## config.mk

```make
export PLATFORM = sky130hd
export DESIGN_NAME = nibble_seq_gen
export DESIGN_NICKNAME = d
export VERILOG_FILES = /design/src/rtl/nibble_seq_gen_pkg.sv /design/src/rtl/nibble_seq_gen_dwell_timer.sv /design/src/rtl/nibble_seq_gen.sv
export SDC_FILE = /design/constraint.sdc
export NUM_CORES = 1
export LEC_CHECK = 0
export CAP_MARGIN = 20
export CORE_MARGIN = 2
export CORE_UTILIZATION = 35
export CTS_CLUSTER_DIAMETER = 80
export DETAILED_ROUTE_END_ITERATION = 6
export MAX_ROUTING_LAYER = met4
export PLACE_DENSITY_LB_ADDON = 0.15
export SKIP_LAST_GASP = 1
export SLEW_MARGIN = 10
export SYNTH_ARGS = -nofsm -noshare
export SYNTH_HDL_FRONTEND = slang
export SYNTH_SLANG_ARGS = --single-unit
export TNS_END_PERCENT = 5
```

## constraint.sdc

```tcl
create_clock -name CLK -period 5.2 [get_ports CLK]
set_clock_uncertainty 0.05 [all_clocks]
set_input_delay 1.04 -clock CLK [delete_from_list [all_inputs] [get_ports CLK]]
set_output_delay 1.04 -clock CLK [all_outputs]
set_load 0.005 [all_outputs]
```

## src/rtl/nibble_seq_gen_pkg.sv

```systemverilog
// ============================================================================
// Module  : nibble_seq_gen_pkg
// Brief   : Shared encodings, sequence lengths and value helpers for the
//           nibble stimulus sequencer.
// Revision: 1.0 - initial release
// ============================================================================
`default_nettype none

package nibble_seq_gen_pkg;

    // Sequence select encodings
    localparam logic [1:0] MODE_UP   = 2'b00;
    localparam logic [1:0] MODE_DN   = 2'b01;
    localparam logic [1:0] MODE_WALK = 2'b10;
    localparam logic [1:0] MODE_HOLD = 2'b11;

    typedef enum logic [0:0] {
        ST_IDLE = 1'b0,
        ST_RUN  = 1'b1
    } state_t;

    // Number of values emitted per sequence, first value included
    localparam int SEQ_LEN_COUNT = 16;
    localparam int SEQ_LEN_WALK  = 4;
    localparam int SEQ_LEN_HOLD  = 1;

    // Wide enough to hold SEQ_LEN_COUNT itself
    localparam int STEP_BITS = 5;

    function automatic logic [STEP_BITS-1:0] seq_len(input logic [1:0] mode);
        logic [STEP_BITS-1:0] len;
        case (mode)
            MODE_UP,
            MODE_DN:   len = STEP_BITS'(SEQ_LEN_COUNT);
            MODE_WALK: len = STEP_BITS'(SEQ_LEN_WALK);
            default:   len = STEP_BITS'(SEQ_LEN_HOLD);
        endcase
        return len;
    endfunction

    function automatic logic [3:0] first_value(input logic [1:0] mode,
                                               input logic [3:0] load_val);
        logic [3:0] val;
        if (mode == MODE_WALK) begin
            val = 4'b0001;
        end else begin
            val = load_val;
        end
        return val;
    endfunction

    function automatic logic [3:0] next_value(input logic [1:0] mode,
                                              input logic [3:0] cur);
        logic [3:0] val;
        case (mode)
            MODE_UP:   val = cur + 4'd1;
            MODE_DN:   val = cur - 4'd1;
            MODE_WALK: val = {cur[2:0], cur[3]};
            default:   val = cur;
        endcase
        return val;
    endfunction

endpackage

`default_nettype wire

```

## src/rtl/nibble_seq_gen_dwell_timer.sv

```systemverilog
// ============================================================================
// Module  : dwell_timer
// Brief   : Free-running dwell counter with clear/enable; terminal count
//           flags the last cycle of a DWELL-cycle hold period.
// Revision: 1.0 - initial release
// ============================================================================
`default_nettype none

module dwell_timer #(
    parameter int DWELL   = 10,
    parameter int DW_BITS = 16
) (
    input  logic clk,
    input  logic rst,
    input  logic i_clr,
    input  logic i_en,
    output logic o_tc
);

    localparam logic [DW_BITS-1:0] c_TERMINAL = DW_BITS'(DWELL - 1);
    localparam logic [DW_BITS-1:0] c_ONE      = DW_BITS'(1);

    logic [DW_BITS-1:0] r_count;

    always_ff @(posedge clk) begin
        if (rst || i_clr) begin
            r_count <= '0;
        end else if (i_en) begin
            // Wrap on terminal count so the next value starts a fresh dwell
            r_count <= o_tc ? '0 : r_count + c_ONE;
        end
    end

    assign o_tc = (r_count == c_TERMINAL);

endmodule

`default_nettype wire

```

## src/rtl/nibble_seq_gen.sv

```systemverilog
// ============================================================================
// Module  : nibble_seq_gen
// Brief   : Registered 4-bit stimulus sequencer with start/stop handshake,
//           per-value STEP strobe and BUSY/DONE status.
// Revision: 1.0 - initial release
// ============================================================================
`default_nettype none

module nibble_seq_gen
    import nibble_seq_gen_pkg::*;
#(
    parameter int DWELL   = 10,
    parameter int DW_BITS = 16
) (
    input  logic       CLK,
    input  logic       RST,
    input  logic       START,
    input  logic       STOP,
    input  logic [1:0] MODE,
    input  logic [3:0] LOAD_VAL,
    output logic [3:0] NIB_OUT,
    output logic       STEP,
    output logic       BUSY,
    output logic       DONE
);

    state_t                 r_state;
    state_t                 w_state_nxt;
    logic [1:0]             r_mode;
    logic [1:0]             w_mode_nxt;
    logic [STEP_BITS-1:0]   r_step_cnt;
    logic [STEP_BITS-1:0]   w_step_cnt_nxt;
    logic [3:0]             r_nib;
    logic [3:0]             w_nib_nxt;
    logic                   r_step;
    logic                   w_step_nxt;
    logic                   r_busy;
    logic                   w_busy_nxt;
    logic                   r_done;
    logic                   w_done_nxt;
    logic                   w_timer_clr;
    logic                   w_timer_en;
    logic                   w_tc;

    dwell_timer #(
        .DWELL   (DWELL),
        .DW_BITS (DW_BITS)
    ) u_dwell_timer (
        .clk   (CLK),
        .rst   (RST),
        .i_clr (w_timer_clr),
        .i_en  (w_timer_en),
        .o_tc  (w_tc)
    );

    always_ff @(posedge CLK) begin
        if (RST) begin
            r_state    <= ST_IDLE;
            r_mode     <= MODE_UP;
            r_step_cnt <= '0;
            r_nib      <= 4'h0;
            r_step     <= 1'b0;
            r_busy     <= 1'b0;
            r_done     <= 1'b0;
        end else begin
            r_state    <= w_state_nxt;
            r_mode     <= w_mode_nxt;
            r_step_cnt <= w_step_cnt_nxt;
            r_nib      <= w_nib_nxt;
            r_step     <= w_step_nxt;
            r_busy     <= w_busy_nxt;
            r_done     <= w_done_nxt;
        end
    end

    always_comb begin
        w_state_nxt    = r_state;
        w_mode_nxt     = r_mode;
        w_step_cnt_nxt = r_step_cnt;
        w_nib_nxt      = r_nib;
        w_step_nxt     = 1'b0;
        w_busy_nxt     = r_busy;
        w_done_nxt     = 1'b0;
        w_timer_clr    = 1'b0;
        w_timer_en     = 1'b0;

        case (r_state)
            ST_IDLE: begin
                // Timer parked at zero so the first value gets a full dwell
                w_timer_clr = 1'b1;
                if (START) begin
                    w_state_nxt    = ST_RUN;
                    w_mode_nxt     = MODE;
                    w_nib_nxt      = first_value(MODE, LOAD_VAL);
                    w_step_cnt_nxt = STEP_BITS'(1);
                    w_step_nxt     = 1'b1;
                    w_busy_nxt     = 1'b1;
                end
            end

            ST_RUN: begin
                // STOP takes priority over a dwell expiry on the same cycle
                if (STOP) begin
                    w_state_nxt = ST_IDLE;
                    w_busy_nxt  = 1'b0;
                    w_timer_clr = 1'b1;
                end else begin
                    w_timer_en = 1'b1;
                    if (w_tc) begin
                        if (r_step_cnt == seq_len(r_mode)) begin
                            w_state_nxt = ST_IDLE;
                            w_busy_nxt  = 1'b0;
                            w_done_nxt  = 1'b1;
                        end else begin
                            w_nib_nxt      = next_value(r_mode, r_nib);
                            w_step_cnt_nxt = r_step_cnt + STEP_BITS'(1);
                            w_step_nxt     = 1'b1;
                        end
                    end
                end
            end

            default: begin
                w_state_nxt = ST_IDLE;
                w_busy_nxt  = 1'b0;
            end
        endcase
    end

    assign NIB_OUT = r_nib;
    assign STEP    = r_step;
    assign BUSY    = r_busy;
    assign DONE    = r_done;

endmodule

`default_nettype wire

```

[Word level (Yosys, flattened, before mapping)]
Index checks and enable logic that the tools add are counted.
Storage, ports and cells
  register bits after elaboration: 31
  bits of input ports: 10
  output and inout port bits: 7
  logic and storage cells: 69
Operators by class
  $add $sub $neg: 4
  equality and inequality tests: 12
  muxes and demuxes: 35
  bitwise operators: 2
  reductions and logical operators: 8
Operator list (number)
  5-bit 2-to-1 mux: 7
  4-bit 2-to-1 mux: 5
  5-bit one-hot mux with 2 select lines: 2
  16-bit by 1-bit adder with 16-bit output (second input constant): 1
  16-bit by 4-bit == test with 1-bit output (second input constant): 1
  16-bit 2-to-1 mux: 1
  1-bit 2-to-1 mux: 14
  4-bit one-hot mux with 3 select lines: 1
  1-bit one-hot mux with 2 select lines: 4
  4-bit one-hot mux with 2 select lines: 1
  2-bit inequality test (second input constant): 3
  3-bit by 2-bit inequality test with 1-bit output (second input constant): 2
  5-bit by 1-bit adder with 5-bit output (second input constant): 1
  5-bit == test: 1
  5-bit AND reduction: 1
  4-bit by 1-bit adder with 4-bit output (second input constant): 1
  2-bit == test (second input constant): 2
  4-bit by 1-bit inequality test with 1-bit output (second input constant): 1
  4-bit AND reduction: 1
  4-bit OR reduction: 1
  4-bit by 1-bit subtractor with 4-bit output (second input constant): 1
  3-bit AND reduction: 1
  2-bit by 1-bit == test with 1-bit output (second input constant): 1
  2-bit logical NOT: 1
  other kinds (5): 6

[Depth between registers and ports, before layout]
  word-level depth: 11
  gate-level depth with buffers: 9
  depth with buffers taken out: 8

[By module]
From an unflattened synthesis, not the netlist that was laid out.
Unflattened totals
  cell total of the unflattened synthesis: 201
  area, all modules: 1712.9 um^2
Modules (own cells, without submodules)
  nibble_seq_gen: instances 1, cells each 115, area each 949.7 um^2, seq. area each 300.3 um^2
  dwell_timer: instances 1, cells each 86, area each 763.2 um^2, seq. area each 320.3 um^2

[Least setup slack after synthesis]
Ideal clock, no wire load.
  path kind: input port to flip-flop
  start: input port STOP
  end: register r_step_cnt[3]
  library setup time: 0.070 ns
  arrival time: 1.965 ns
  required time: 5.080 ns
  setup slack: 3.115 ns
  stages on the path: 4
  buffers on the path: 0
  cell sequence: nor2b_1 > nand2_1 > or4b_1 > a21boi_1
On the way
  longest elaborated chain between the ends: 2
Ends and longest elaborated chain
  from (decl): line nibble_seq_gen.sv:18  | input logic STOP,
  2-bit inequality test (no source line)
  4-bit AND reduction (no source line)
  to (signal assigned): line nibble_seq_gen.sv:68  | r_step_cnt <= w_step_cnt_nxt;
  to (decl): line nibble_seq_gen.sv:31  | logic [STEP_BITS-1:0] r_step_cnt;
No other way between the ends.
A chain may end at the register's enable or synchronous reset.

[Worst setup path after layout]
  start: register r_nib[2], in the netlist NIB_OUT[2]
  end: output port NIB_OUT[2]
RTL lines
  from (decl): line nibble_seq_gen.sv:33  | logic [3:0] r_nib;
  from (signal assigned): line nibble_seq_gen.sv:69  | r_nib <= w_nib_nxt;
  to (decl): line nibble_seq_gen.sv:21  | output logic [3:0] NIB_OUT,
No word-level cell between the ends.

==> summary.md <==
| Metric | Value |
|---|---|
| Status | `complete, no violations` |
| Die area | `5410 um2` |
| CP Buf/Inv Count | `1` |
| Drt drc | `0` |
| Fin. max-slew vios | `0` |
| Leak Pwr | `0.722 nW` |
| Chip height | `73.5 um` |
| IO buf count | `16` |
| Met3 usage in global routing | `under 10%` |
| Share of cells above drive strength 1 | `6.39%` |
| Ant diodes | `0` |
| Register area share after synthesis | `36.7%` |
| Clock share of power | `between 40 and 50%` |
| Synth cell types | `46` |
| Setup crit end kind | `output port` |
| Ys flop type | `dfxtp_1` |
| R2R setup slack | `3200 ps` |
| Max incr delay on CP | `580 ps` |
| Reg power frac | `45.9%` |
| CTS tree | `done` |
| Mapped Area | `1690 um2` |
| GPL Wtd Cong | `0.744` |
| Core footprint | `approximately 4700 um2` |
| H-tree depth | `2` |
| DRT Wirelength | `3.69 mm` |
| CTS Hold Buffers Added | `0` |
| Post_cts resized | `0` |
| FF+latch count, synth | `31` |
| Chip width | `roughly 74 um` |
| Worst slew pin tran | `~770 ps` |
| Grt met2 use | `24.4%` |
| Via Count | `roughly 1400` |
| Int Pwr | `429 uW` |
| DRT iter0 DRCs | `88` |
| Largest net degree at the start of global routing | `17` |
| Deepest clock path buffer count | `2` |
| Required time worst endpoint | `4110 ps` |
| Top cells by area, synth | `dfxtp_1, xor2_1, nor2_1` |
| VDD IR max | `~0.16 mV` |
| Nets | `232` |
| Global route overflow | `0` |
| Synth top area share | `36.7%` |
| Post-CTS setup repair buffer count | `0` |
| Most used routing layer in global routing | `met2` |
| Crit Path Max Fanout | `12` |
| Syn nets | `218` |
| Post-synth EDFFs | `0` |
| Initial core utilization | `36.1%` |
| Maximum Capacitance Violations | `0` |
| Switching Power | `131 uW` |
| Cell area after layout | `1990 um2` |
| Power share of the combinational group | `9.8%` |
| Multi-input gate area | `988 um2` |
| Hold crit path type | `reg2reg` |
| Cell taking the most area after synthesis | `dfxtp_1` |
| Clock sinks | `31` |
| Layout fillers | `~500` |
| Clock latency on the worst-skew pair | `290 ps` |
| Top-count cell post-synth | `dfxtp_1` |
| I/O pin total | `17` |
| Via density | `5.29` |
| Number of global-route vias before repair | `1372` |
| Wirelength per Cell | `around 14 um` |
| Fin crit share | `48.5%` |
| Area Growth Syn to Fin | `17.4%` |
| FFs w/ async S/R, synth | `0%` |
| Grt met1 use | `between 10% and 20%` |
| Mean post-synth cell area | `8.30 um2` |
| Worst path slowest cell | `clkdlybuf4s50_1` |
| Final count of hold timing violations | `0` |
| Placed cell area | `~1900 um2` |
| Worst Path Arrival | `1430 ps` |
| Gr usage total | `15.7%` |
| Net Sw Frac | `23.4%` |
| Storage cell area | `621 um2` |
| Top cells by count, synth | `dfxtp_1, nor2_1, nand2_1` |
| PD cells | `282 nW/um2` |
| Post-Synthesis Cells | `204` |
| Clock buffer count from CTS | `5` |
| Wire length of the first global-routing pass | `about 6.3 mm` |
| Yosys warning total | `0` |
| Slew headroom | `slightly below 50%` |
| # rows | `25` |
| Final setup viols | `0` |
| Maximum clock frequency | `0.397 GHz` |
| Antenna violations before repair | `0` |
| Final ANT Viol Nets | `0` |
| Crit path time final | `between 2000 and 3000 ps` |
| RSZ-0062 raised after global routing | `false` |
| Worst-path clk slew | `70 ps` |
| CTS Root Cell | `clkbuf_8` |
| Worst Setup Start Kind | `flop` |
| Crit-path cells | `clkdlybuf4s50_1` |
| Setup total negative slack | `0 ps` |
| HPWL after DPL | `2.56 mm` |
| Crit path max-delay family | `buffers and inverters` |
| CP Class | `reg2out` |
| First drt pass iteration count | `4` |
[worst paths after layout]
kind                                               from                    endpoint  cells after the start
hold reg to reg                       BUSY$_SDFFE_PP0P_           BUSY$_SDFFE_PP0P_                      1
hold / removal                        BUSY$_SDFFE_PP0P_           BUSY$_SDFFE_PP0P_                      1
setup reg to reg  u_dwell_timer.r_count[0]$_SDFFE_PP0P_  r_step_cnt[3]$_SDFFE_PP0P_                      6
setup / recovery                NIB_OUT[2]$_SDFFE_PP0P_                  NIB_OUT[2]                      1
[registers in the layout (all words and copies together), names as in the netlist]
| name | count |
|---|---|
| NIB_OUT | 4 |
| r_state | 1 |
| r_mode | 2 |
| u_dwell_timer.r_count | 16 |
| BUSY | 1 |
| DONE | 1 |
| STEP | 1 |
| r_step_cnt | 5 |
[routing by layer]
metal / routed length, um / vias to the layer above
met5: 0 / -
met4: 70 / 0
met3: 143 / 8
met2: 1680 / 22
met1: 1800 / 659
li1: - / 755
[cells by family (layout without fill, tap and decap cells)]
| group | Yosys count | count (layout) | synth area share, % |
|---|---|---|---|
| XOR/XNOR | 16 | 16 | 8.28 |
| buffers and inverters | 18 | 33 | 4.95 |
| AO/OA/AOI/OAI | 34 | 34 | 13.6 |
| AND/OR/NAND/NOR | 99 | 99 | 32.4 |
| adder cells (fa/ha/maj) | 5 | 5 | 3.55 |
| flip-flops | 31 | 31 | 36.7 |
| multiplexers | 1 | 1 | 0.591 |
[cell type report]
class | count | share of cell area (%)
inverter | 9 | 1.70
clock inverter | 2 | 1.76
sequential | 31 | 31.2
timing repair buffer | 16 | 8.06
clock buffer | 6 | 4.15
tap | 54 | 3.40
multi-input combinational | 155 | 49.7
[power by group through the flow]
stage / Clock, mW / Sequential, mW / Combinational, mW
4_1_cts: 0.256 / 0.257 / 0.0555
3_5_place_dp: 0 / 0.263 / 0.0553
5_1_grt: 0.266 / 0.259 / 0.0623
6_report: 0.248 / 0.257 / 0.0551
2_1_floorplan: 0 / 0.255 / 0.0395
3_3_place_gp: 0 / 0.263 / 0.0548
[per-stage QoR]
| stage | worst slack [ps] | instances | hold WS (ps) | power (mW) | util (%) |
|---|---|---|---|---|---|
| 2_1_floorplan | 3120 | 204 | 402 | 0.295 | - |
| 3_3_place_gp | 2470 | 265 | 410 | 0.318 | 39.9 |
| 3_5_place_dp | 2470 | 265 | 416 | 0.318 | 39.9 |
| 4_1_cts | 2660 | 273 | 433 | 0.569 | 42.4 |
| 5_1_grt | 2590 | 273 | 464 | 0.587 | 42.4 |
| 6_report | 2680 | 273 | 422 | 0.561 | 42.4 |
[cell usage in the layout, fill, tap and decap left out, types with 2 or more instances in the layout]
| cell type | Yosys | routed |
|---|---|---|
| nor4b_2 | 2 | 2 |
| and2_1 | 2 | 2 |
| a21oi_1 | 12 | 12 |
| nand3_1 | 12 | 12 |
| o21a_1 | 3 | 3 |
| ha_1 | 4 | 4 |
| clkdlybuf4s50_1 | 0 | 16 |
| nor2_1 | 23 | 23 |
| xnor2_1 | 4 | 4 |
| o31ai_1 | 2 | 2 |
| a311oi_1 | 2 | 2 |
| clkbuf_8 | 0 | 6 |
| o21ai_0 | 2 | 2 |
| dfxtp_1 | 31 | 31 |
| a22oi_1 | 2 | 2 |
| nand4_1 | 8 | 8 |
| and3b_1 | 2 | 2 |
| and4_1 | 4 | 4 |
| nor3_1 | 9 | 9 |
| nand2_1 | 18 | 18 |
| inv_1 | 9 | 9 |
| a211oi_1 | 2 | 2 |
| and3_1 | 2 | 2 |
| nand2b_1 | 5 | 5 |
| or3_1 | 2 | 2 |
| xor2_1 | 12 | 12 |
| nor2b_1 | 3 | 3 |
Power figures use the tool's default switching activity.
==> edit: new RTL, same flow settings <==
Put one more register stage on the output `NIB_OUT`, cleared by the reset. The value now appears one clock later. The other outputs are not delayed to match.
--- a/src/rtl/nibble_seq_gen.sv
+++ b/src/rtl/nibble_seq_gen.sv
@@ -127,7 +127,13 @@
         endcase
     end
 
-    assign NIB_OUT = r_nib;
+    always_ff @(posedge CLK) begin
+        if (RST) begin
+            NIB_OUT <= '0;
+        end else begin
+            NIB_OUT <= r_nib;
+        end
+    end
     assign STEP    = r_step;
     assign BUSY    = r_busy;
     assign DONE    = r_done;
Behaviour: not the same (Yosys sat finds a counterexample within 4 cycles, from zero or initial values and one cycle with RST high).
==> edit against the original RTL <==
- final area is 4.8% higher
- synthesized area is 4.4% higher
- sequential cell count is 4 higher
- routed wire length is 3.6% lower
- total power is 0.70% lower
- setup slack worse by 0.20 ns
- cell count is 2.9% higher
- count of clock-buffer cells in the layout is 1 higher
==> edit: results (changes against the original RTL) <==
status finished clean (unchanged); ys flop type dfxtp_1 (unchanged); post-synthesis cell type count 46 (unchanged); slew margin rel. 47.66% (was 48.77%); Area contributors post-synth dfxtp_1, a21oi_1, xnor2_1 (was dfxtp_1, xor2_1, nor2_1); I/O Buffers 16 (unchanged); Post-CTS Repair Setup Buffers 0 (unchanged); initial antenna violation count 0 (unchanged); Global Route Usage Sum 14.41% (was 15.69%); worst hold path type reg2reg (unchanged); largest net degree at the start of global routing 18 (was 17); Critical Path Start RST (was NIB_OUT[2]); vias in the first global route 1249 (was 1372); Syn Nets 212 (was 218); Leak 0.6907 nW (was 0.7222 nW); M1 GR Usage 20.49% (was 19.09%); FF-to-FF setup slack 3.24 ns (was 3.20 ns); reg2reg start r_state (was u_dwell_timer.r_count[0]); R2R cell count 5 (was 6); root buf cell clkbuf_8 (unchanged); Worst-path clk slew 0.07 ns (about the same); biggest regs u_dwell_timer.r_count: 16 flops, r_step_cnt: 5 flops; RD Place Congestion 0.7488 (was 0.7438); Cell Count, Final, Fillers Out 281 (was 273); final net count 227 (was 232); peak supply drop 0.0001174 V (was 0.0001560 V); number of iterations in the first detailed-routing pass 7 (was 4); Sw Share 24.23% (was 23.43%); met3 Resource Use GR 4.016% (was 4.252%); Antenna Diode Count 0 (unchanged); largest fanout on the critical path 17 (was 12); Crit-path slowest cell clkdlybuf4s50_1 (unchanged); placed cells 273 (was 265); grt met2 use 18.62% (was 24.40%); hold path cells 2 (was 1); CP Capture Point u_dwell_timer.r_count[4] (was NIB_OUT[2]); Clock Path Buffers 2 (unchanged); first-pass GRT wire length 5920 microns (was 6272 microns); Via Count 1401 (was 1444); clock buffer count from CTS 5 (unchanged); Synth Area per Inst 8.929 sq um (was 8.298 sq um); Yosys Warn Count 0 (unchanged); register area share after synthesis 39.63% (was 36.66%); share of layout cells above drive strength 1 8.879% (was 6.393%); cell family with most CP delay buffers and inverters (unchanged); crit-path max cell delay 0.75 ns (was 0.58 ns); worst r2r dst r_nib[3] (was r_step_cnt[3]); Initial DRC Count 69 (was 88); htree depth 2 (unchanged); hpwl dp 2516 microns (was 2561 microns); clk_lat worst skew 0.29 ns (about the same); # resized after CTS 0 (unchanged); ys async rst share 0% (unchanged); Worst Path Arrival 2.88 ns (was 1.43 ns); commonest cells in the netlist dfxtp_1, nor2_1, a21oi_1, nand2_1 (was dfxtp_1, nor2_1, nand2_1); wire length per cell 12.66 microns (was 13.52 microns)
[edit: cell families after synthesis]
logic type | count (synthesis) | synth area share, %
xor gates and xnor gates | 15 | 7.431
and+or+nand+nor | 87 | 31.78
AOI/OAI and AO/OA | 39 | 14.01
DFF | 35 | 39.63
muxes | 1 | 0.5662
buffers and inverters | 17 | 3.751
adders and majority gates | 4 | 2.831
[edit: power groups by stage]
stage	logic, mW	registers (mW)	clock network (mW)
final	0.0505	0.285	0.221
after floorplan	0.0347	0.287	0
after global placement	0.0508	0.291	0
after global routing	0.0566	0.286	0.237
after detailed placement	0.0508	0.291	0
after CTS	0.0511	0.285	0.230
[edit: metrics by stage]
| step | utilization (%) | hold WS [ns] | area [sq um] | total power, mW | setup WS [ns] |
|---|---|---|---|---|---|
| floorplan | - | 0.3902 | 1768 | 0.3217 | 3.022 |
| global placement | 41.36 | 0.4153 | 1979 | 0.3421 | 2.193 |
| detailed placement | 41.36 | 0.4293 | 1979 | 0.3420 | 2.107 |
| CTS | 43.53 | 0.4461 | 2083 | 0.5663 | 2.433 |
| global route | 43.53 | 0.4686 | 2083 | 0.5799 | 2.274 |
| finish | 43.53 | 0.4397 | 2083 | 0.5566 | 2.477 |
[edit: final cells by class]
cell class | count | area (sq um)
Clock buffer | 7 | 96.34
Clock inverter | 1 | 7.507
Fill cell | 483 | 2703
Inverter | 9 | 33.78
Multi-Input combinational cell | 146 | 1001
Sequential cell | 35 | 700.7
Tap cell | 67 | 83.83
Timing Repair Buffer | 16 | 160.2
[edit: worst register-to-register path, stage by stage (launching register included)]
cell	delay, ns
dfxtp_1	0.61
nand2b_1	0.34
a21oi_1	0.24
nand4_1	0.16
a32o_1	0.24
a32o_1	0.21
[edit: how the worst min path moves through the flow]
stage / to / from
after floorplan: NIB_OUT[3] / r_nib[3]
after global placement: u_dwell_timer.r_count[0] / u_dwell_timer.r_count[0]
after detailed placement: u_dwell_timer.r_count[0] / u_dwell_timer.r_count[0]
after CTS: NIB_OUT[3] / r_nib[3]
after global routing: NIB_OUT[3] / r_nib[3]
final: NIB_OUT[3] / r_nib[3]
[edit: per-layer routing]
metal	share of wire (%)	up-vias
li1	-	745
met1	53	617
met2	40	32
met3	4.6	7
met4	1.8	0
met5	0	-
